<file path="config.mk">
export PLATFORM = sky130hd
export DESIGN_NAME = regfile_write_arbiter
export DESIGN_NICKNAME = d
export VERILOG_FILES = /design/src/rtl/regfile_write_arbiter.sv
export SDC_FILE = /design/constraint.sdc
export NUM_CORES = 1
export LEC_CHECK = 0
export BUFFER_PORTS_ARGS = -buffer_cell sky130_fd_sc_hd__clkbuf_2
export CAP_MARGIN = 20
export CORE_MARGIN = 5
export CORE_UTILIZATION = 30
export CTS_CLUSTER_SIZE = 20
export DETAILED_ROUTE_END_ITERATION = 10
export PLACE_DENSITY = 0.53
export SYNTH_ARGS = -nofsm -noshare
export SYNTH_HDL_FRONTEND = slang
export SYNTH_SLANG_ARGS = --single-unit
</file>
<file path="constraint.sdc">
create_clock -name clock -period 2.3 [get_ports clock]
set_input_delay 0.69 -clock clock [delete_from_list [all_inputs] [get_ports clock]]
set_output_delay 0.69 -clock clock [all_outputs]
set_load 0.01 [all_outputs]
</file>
<file path="src/rtl/regfile_write_arbiter.sv">
// Arbitrates the register file's single write port between the load unit and the ALU.
// Loads win by default; a pending ALU entry is forced through after STARVE_LIMIT losses.
module regfile_write_arbiter #(
    parameter int ADDR_WIDTH   = 5,
    parameter int DATA_WIDTH   = 32,
    parameter int STARVE_LIMIT = 4
) (
    input  logic                  clock,
    input  logic                  reset,
    input  logic                  alu_valid,
    output logic                  alu_ready,
    input  logic [ADDR_WIDTH-1:0] alu_address,
    input  logic [DATA_WIDTH-1:0] alu_data,
    input  logic                  mem_valid,
    output logic                  mem_ready,
    input  logic [ADDR_WIDTH-1:0] mem_address,
    input  logic [DATA_WIDTH-1:0] mem_data,
    input  logic                  flush,
    output logic                  write,
    output logic [ADDR_WIDTH-1:0] write_address,
    output logic [DATA_WIDTH-1:0] write_data
);

    localparam logic [3:0]            LIMIT_C = 4'(STARVE_LIMIT);
    localparam logic [ADDR_WIDTH-1:0] ZERO_A  = {ADDR_WIDTH{1'b0}};

    logic                  alu_hold_valid_q, alu_hold_valid_d;
    logic [ADDR_WIDTH-1:0] alu_hold_addr_q, alu_hold_addr_d;
    logic [DATA_WIDTH-1:0] alu_hold_data_q, alu_hold_data_d;
    logic                  mem_hold_valid_q, mem_hold_valid_d;
    logic [ADDR_WIDTH-1:0] mem_hold_addr_q, mem_hold_addr_d;
    logic [DATA_WIDTH-1:0] mem_hold_data_q, mem_hold_data_d;
    logic [3:0]            starve_cnt_q, starve_cnt_d;
    logic                  write_q, write_d;
    logic [ADDR_WIDTH-1:0] write_address_q, write_address_d;
    logic [DATA_WIDTH-1:0] write_data_q, write_data_d;

    logic grant_mem_s;
    logic grant_alu_s;
    logic alu_accept_s;
    logic mem_accept_s;

    // Fixed-priority grant with starvation override, and the resulting ready signals.
    always_comb begin
        grant_mem_s = mem_hold_valid_q
                      && !(alu_hold_valid_q && (starve_cnt_q == LIMIT_C));
        grant_alu_s = alu_hold_valid_q && !grant_mem_s;
        alu_ready   = reset && !flush && (!alu_hold_valid_q || grant_alu_s);
        mem_ready   = reset && (!mem_hold_valid_q || grant_mem_s);
        alu_accept_s = alu_valid && alu_ready;
        mem_accept_s = mem_valid && mem_ready;
    end

    // Next state of both holds, the starve counter and the write port register.
    always_comb begin
        alu_hold_valid_d = alu_hold_valid_q;
        alu_hold_addr_d  = alu_hold_addr_q;
        alu_hold_data_d  = alu_hold_data_q;
        mem_hold_valid_d = mem_hold_valid_q;
        mem_hold_addr_d  = mem_hold_addr_q;
        mem_hold_data_d  = mem_hold_data_q;
        starve_cnt_d     = starve_cnt_q;
        write_d          = 1'b0;
        write_address_d  = write_address_q;
        write_data_d     = write_data_q;

        if (flush) begin
            alu_hold_valid_d = 1'b0;
        end else begin
            if (grant_alu_s) begin
                alu_hold_valid_d = 1'b0;
            end else begin
                alu_hold_valid_d = alu_hold_valid_q;
            end
            // x0 beats are handshaken but never stored.
            if (alu_accept_s && (alu_address != ZERO_A)) begin
                alu_hold_valid_d = 1'b1;
                alu_hold_addr_d  = alu_address;
                alu_hold_data_d  = alu_data;
            end else begin
                alu_hold_addr_d  = alu_hold_addr_q;
            end
        end

        if (grant_mem_s) begin
            mem_hold_valid_d = 1'b0;
        end else begin
            mem_hold_valid_d = mem_hold_valid_q;
        end
        if (mem_accept_s && (mem_address != ZERO_A)) begin
            mem_hold_valid_d = 1'b1;
            mem_hold_addr_d  = mem_address;
            mem_hold_data_d  = mem_data;
        end else begin
            mem_hold_addr_d  = mem_hold_addr_q;
        end

        if (flush || !alu_hold_valid_q || grant_alu_s) begin
            starve_cnt_d = 4'd0;
        end else if (starve_cnt_q != LIMIT_C) begin
            starve_cnt_d = starve_cnt_q + 4'd1;
        end else begin
            starve_cnt_d = starve_cnt_q;
        end

        // A flush coinciding with an ALU grant suppresses that write.
        if (grant_mem_s) begin
            write_d         = 1'b1;
            write_address_d = mem_hold_addr_q;
            write_data_d    = mem_hold_data_q;
        end else if (grant_alu_s && !flush) begin
            write_d         = 1'b1;
            write_address_d = alu_hold_addr_q;
            write_data_d    = alu_hold_data_q;
        end else begin
            write_d = 1'b0;
        end
    end

    // State registers with asynchronous active-low reset.
    always_ff @(posedge clock or negedge reset) begin
        if (!reset) begin
            alu_hold_valid_q <= 1'b0;
            alu_hold_addr_q  <= {ADDR_WIDTH{1'b0}};
            alu_hold_data_q  <= {DATA_WIDTH{1'b0}};
            mem_hold_valid_q <= 1'b0;
            mem_hold_addr_q  <= {ADDR_WIDTH{1'b0}};
            mem_hold_data_q  <= {DATA_WIDTH{1'b0}};
            starve_cnt_q     <= 4'd0;
            write_q          <= 1'b0;
            write_address_q  <= {ADDR_WIDTH{1'b0}};
            write_data_q     <= {DATA_WIDTH{1'b0}};
        end else begin
            alu_hold_valid_q <= alu_hold_valid_d;
            alu_hold_addr_q  <= alu_hold_addr_d;
            alu_hold_data_q  <= alu_hold_data_d;
            mem_hold_valid_q <= mem_hold_valid_d;
            mem_hold_addr_q  <= mem_hold_addr_d;
            mem_hold_data_q  <= mem_hold_data_d;
            starve_cnt_q     <= starve_cnt_d;
            write_q          <= write_d;
            write_address_q  <= write_address_d;
            write_data_q     <= write_data_d;
        end
    end

    assign write         = write_q;
    assign write_address = write_address_q;
    assign write_data    = write_data_q;

endmodule

</file>
Word level (Yosys, flattened, before mapping)
Index checks and enable logic that the tools add are counted.
{ "word_totals": {"reg_bits": 118, "input_bits": 79, "elab_cells": 54} }
{ "op_classes": {"addsub": 1, "n_eq_ne": 2, "mux": 13, "bitwise_logic": 1, "reduce_logical": 27} }
{ "ops": {"columns": ["cell", "n"], "rows": [
  ["32-bit 2-to-1 mux", 2],
  ["1-bit logical AND", 11],
  ["5-bit 2-to-1 mux", 2],
  ["5-bit nonzero test", 2],
  ["4-bit 2-to-1 mux", 2],
  ["1-bit 2-to-1 mux", 7],
  ["2-bit nonzero test", 3],
  ["1-bit zero test", 5],
  ["4-bit by 1-bit adder with 4-bit output (second input constant)", 1],
  ["4-bit by 3-bit equality test with 1-bit output (second input constant)", 1],
  ["1-bit logical OR", 4],
  ["4-bit by 3-bit inequality test with 1-bit output (second input constant)", 1],
  ["3-bit nonzero test", 1],
  ["2-bit AND reduction", 1],
  ["1-bit inverter", 1]
]} }

Logic depth before layout (Yosys ltp)
{ "depth": {"word_depth": 12, "depth_mapped": 9} }

Worst setup path after synthesis
Ideal clock, no wire load.
{ "synth_path": {"path_kind": "input port to flip-flop", "startpoint": "input mem_address[1]", "endpoint": "register mem_hold_addr_q[4]", "arrival_time_ps": 1949, "path_slack_ps": 226, "path_stages": 5, "n_path_buf": 1, "cell_sequence": "or4_4 -> o21ai_2 -> nor2_4 -> buf_12 -> mux2_4"} }
{ "synth_between": {"elab_chain_len": 2} }
{ "synth_lines": {"columns": ["element", "line", "rtl"], "rows": [
  ["from (decl)", "16", "input logic [ADDR_WIDTH-1:0] mem_address,"],
  ["5-bit nonzero test", "90", "if (mem_accept_s && (mem_address != ZERO_A)) begin"],
  ["1-bit logical AND", "90", null],
  ["to (signal assigned)", "127", "mem_hold_addr_q <= {ADDR_WIDTH{1'b0}};"],
  ["to (signal assigned)", "138", "mem_hold_addr_q <= mem_hold_addr_d;"],
  ["to (decl)", "31", "logic [ADDR_WIDTH-1:0] mem_hold_addr_q, mem_hold_addr_d;"]
]} }
Every way passes these cells.
A chain may end at the register's enable or synchronous reset.

Final worst setup path
{ "layout_path": {"startpoint": "register starve_cnt_q[0]", "endpoint": "output mem_ready"} }
{ "layout_between": {"elab_chain_len": 6} }
{ "layout_lines": {"columns": ["element", "line", "rtl"], "rows": [
  ["from (decl)", "33", "logic [3:0] starve_cnt_q, starve_cnt_d;"],
  ["from (signal assigned)", "140", "starve_cnt_q <= starve_cnt_d;"],
  ["4-bit by 3-bit equality test with 1-bit output", "46", "&& !(alu_hold_valid_q && (starve_cnt_q == LIMIT_C));"],
  ["1-bit logical AND", "46", null],
  ["1-bit zero test", "46", null],
  ["1-bit logical AND", "46", null],
  ["1-bit logical OR", "49", "mem_ready = reset && (!mem_hold_valid_q || grant_mem_s);"],
  ["1-bit logical AND", "49", null],
  ["to (decl)", "15", "output logic mem_ready,"]
]} }
Every way passes these cells.

==> results.cfg <==
[status]
status = complete, no violations

[route]
drc = 0
postRouteAntennaNets = 0
post_drt_wl_per_cell_um = 17.5
drt-total-wl_mm = 12.9
vias_per_cell = 4.45
drtIter0Drc = 124
vias = 3295
dr.pass1.iters = 4

[worst_hold_path]
hp-start = mem_hold_data_q[9]
hold_path_class = reg -> reg
hold_depth = 2
worstHoldEndpoint = write_data[9]

[pwr]
power.density_nw_per_um2 = 923
p_leak_nw = 3.47
irDropWorstVdd_v = 0.000649
total_power_mw = 6.34

[setup_path]
crit_arrival_ns = 1.60
start_kind = flop
critPathMaxFanout = 2
crit_type = reg -> out
ff2ff_path_depth = 12
crit_start = starve_cnt_q[0]
required_ns = 1.61
cp-end-kind = output port
regToRegStartpoint = starve_cnt_q[0]
rrSetupSlack_ns = 0.09
r2r_end = write_data[1]

[grt]
grt_pass1_wl_mm = 18.6
grtUsageTotal = 0.120
antenna_found_initial = 0
grt_max_degree = 119
grt.overflow.total = 0
grt_pass1_vias = 3439

[clock_network]
cts_buffers = 17
cts_tree = done
clk_latency_ns = 0.41
cts.sinks = 118
ctsHoldBuffers = 0
ctsLongestPathBuffers = 2
path_clk_slew_ns = 0.06
root_buffer = clkbuf_16
htree_levels = 4

[timing]
clock-skew-final_ns = 0.00798
maxSlewHeadroom = 0.574
hold_slack_ns = 0.475
hold_violations = 0
setup_viol = 0
slew_violations = 0
timing.final.ws_setup_ns = 0.00755
fmax_mhz = 436
rsz0062_at_grt = true
fin_crit_ns = 2.29
timing.final.crit_share = 0.997
tightest_slew_ns = 0.638

[place]
hpwl_mm = 7.55
pre_cts_ws_ns = 0.0721
place.gp.congestion = 0.695
io_buffers = 118

[logic_synthesis]
syn_area_per_cell_um2 = 14.2
synthesis.area_um2 = 5050
ys_types = 32
syn-num-nets = 436
seq_area_frac_synth = 0.584
ys_seq_elements = 118
yosysWarnings = 0
syn_inst = 355

[floorplan]
die_area_um2 = 19500
row_count = 47
pin_count = 119
die_w_um = 140
core-area_um2 = 16600
die_h_um = 140
start_util = 0.305

[finish]
synthToLayoutAreaGrowth_pct = 35.9
antenna_cells = 0
drive_above_1_share = 0.517
postLayoutCoreUtil = 0.414
nets = 588

[flow_run]
timing.max_cap.violations = 0
==> stage by stage <==
step / instance area, um2 / setup TNS (ns) / cells
finish: 6870 / 0 / 740
floorplan: 5050 / 0 / 355
CTS: 6580 / -0.0491 / 727
detailed placement: 5910 / 0 / 685
global route: 6870 / -0.200 / 740
global placement: 5910 / 0 / 685
==> metal layers <==
layer / vias up / track usage / part of all wire
li1: 1547 / - / -
met4: 0 / 0.0439 / 0.011
met3: 10 / 0.0446 / 0.049
met5: - / 0 / 0
met1: 1661 / 0.153 / 0.48
met2: 77 / 0.186 / 0.46
==> area by class of cell <==
type	count	area, um2
clock inverters	9	97.6
repair buffers	152	1080
fillers	1626	9710
clock buffers	23	498
well taps	220	275
multi-input cells	213	1950
flip-flops and latches	118	2950
inverters	5	18.8
==> worst max-delay path, stage by stage (launching register included) <==
cell,delay [ns]
dfrtp_1,0.38
inv_1,0.06
ha_2,0.17
buf_4,0.11
nand4b_1,0.12
o21ai_2,0.18
inv_1,0.05
clkbuf_2,0.12
==> cells by family (layout without fill, tap and decap cells) <==
family	after synthesis	after routing	synth area share
xor gates and xnor gates	2	2	0.00347
adders and majority gates	2	2	0.00495
and+or+nand+nor	53	54	0.0473
AOI/OAI and AO/OA	45	45	0.0498
buffers and inverters	25	189	0.0379
DFF	118	118	0.584
muxes	110	110	0.272
==> repair_timing <==
| item | in CTS | in global routing |
|---|---|---|
| endpoints found under the setup margin | 2 | 80 |
| setup buffers | 11 | 3 |
| cloned | 0 | 12 |
| gates resized for setup | 1 | 19 |
| pin swaps | 3 | 2 |
==> synthesized netlist by cell type <==
library cell	count	share of area
or4_4	1	0.0022
nor2b_1	1	0.0012
buf_4	1	0.0015
dfrtp_1	118	0.58
a311oi_2	1	0.0030
clkbuf_1	8	0.0059
nand2b_1	2	0.0025
mux2i_1	37	0.073
o22ai_1	1	0.0012
nand3b_1	1	0.0015
xnor2_1	1	0.0017
mux2_4	49	0.15
o21ai_0	39	0.039
buf_1	1	0.00074
nor2_4	1	0.0022
buf_6	1	0.0022
or3_1	1	0.0012
xor2_1	1	0.0017
ha_1	2	0.0050
a21o_1	1	0.0015
nand3_1	1	0.00099
nand4b_1	1	0.0017
o21ai_2	2	0.0035
mux2_2	24	0.053
nand2_1	39	0.029
nor2_1	3	0.0022
and2_1	1	0.0012
buf_2	4	0.0040
inv_1	5	0.0037
buf_12	5	0.020
o311a_1	1	0.0020
and3_1	1	0.0012
==> power breakdown <==
part / total, mW / switching [mW] / internal, mW
registers: 2.67 / 0.208 / 2.46
logic: 1.02 / 0.435 / 0.587
clock network: 2.66 / 0.928 / 1.73
total: 6.34 / 1.57 / 4.77
==> how the worst max path moves through the flow <==
stage | to | slack, ns | depth (start not counted)
CTS | mem_ready | -0.03 | 6
finish | mem_ready | 0.008 | 7
floorplan | mem_hold_addr_q[4] | 0.23 | 5
global placement | mem_hold_data_q[16] | 0.11 | 6
detailed placement | mem_hold_data_q[16] | 0.07 | 6
global route | mem_ready | -0.10 | 7
==> cell usage in the layout, fill, tap and decap left out, types with 2 or more instances in the layout <==
| master | count |
|---|---|
| dfrtp_1 | 118 |
| clkbuf_2 | 116 |
| mux2_4 | 49 |
| nand2_1 | 38 |
| mux2i_1 | 37 |
| o21ai_0 | 35 |
| mux2_2 | 24 |
| clkbuf_16 | 23 |
| buf_4 | 15 |
| buf_12 | 8 |
| clkinv_2 | 6 |
| inv_1 | 5 |
| clkbuf_8 | 5 |
| buf_6 | 5 |
| o21ai_2 | 4 |
| nor2_1 | 3 |
| and2_4 | 2 |
| o21ai_1 | 2 |
| bufinv_16 | 2 |
==> state kept, by name, summed over array words and instances, names as in the netlist <==
name	count
write_data	32
alu_hold_valid_q	1
write	1
mem_hold_data_q	32
mem_hold_addr_q	5
starve_cnt_q	4
alu_hold_addr_q	5
mem_hold_valid_q	1
write_address	5
alu_hold_data_q	32
(Power assumes the default switching activity.)
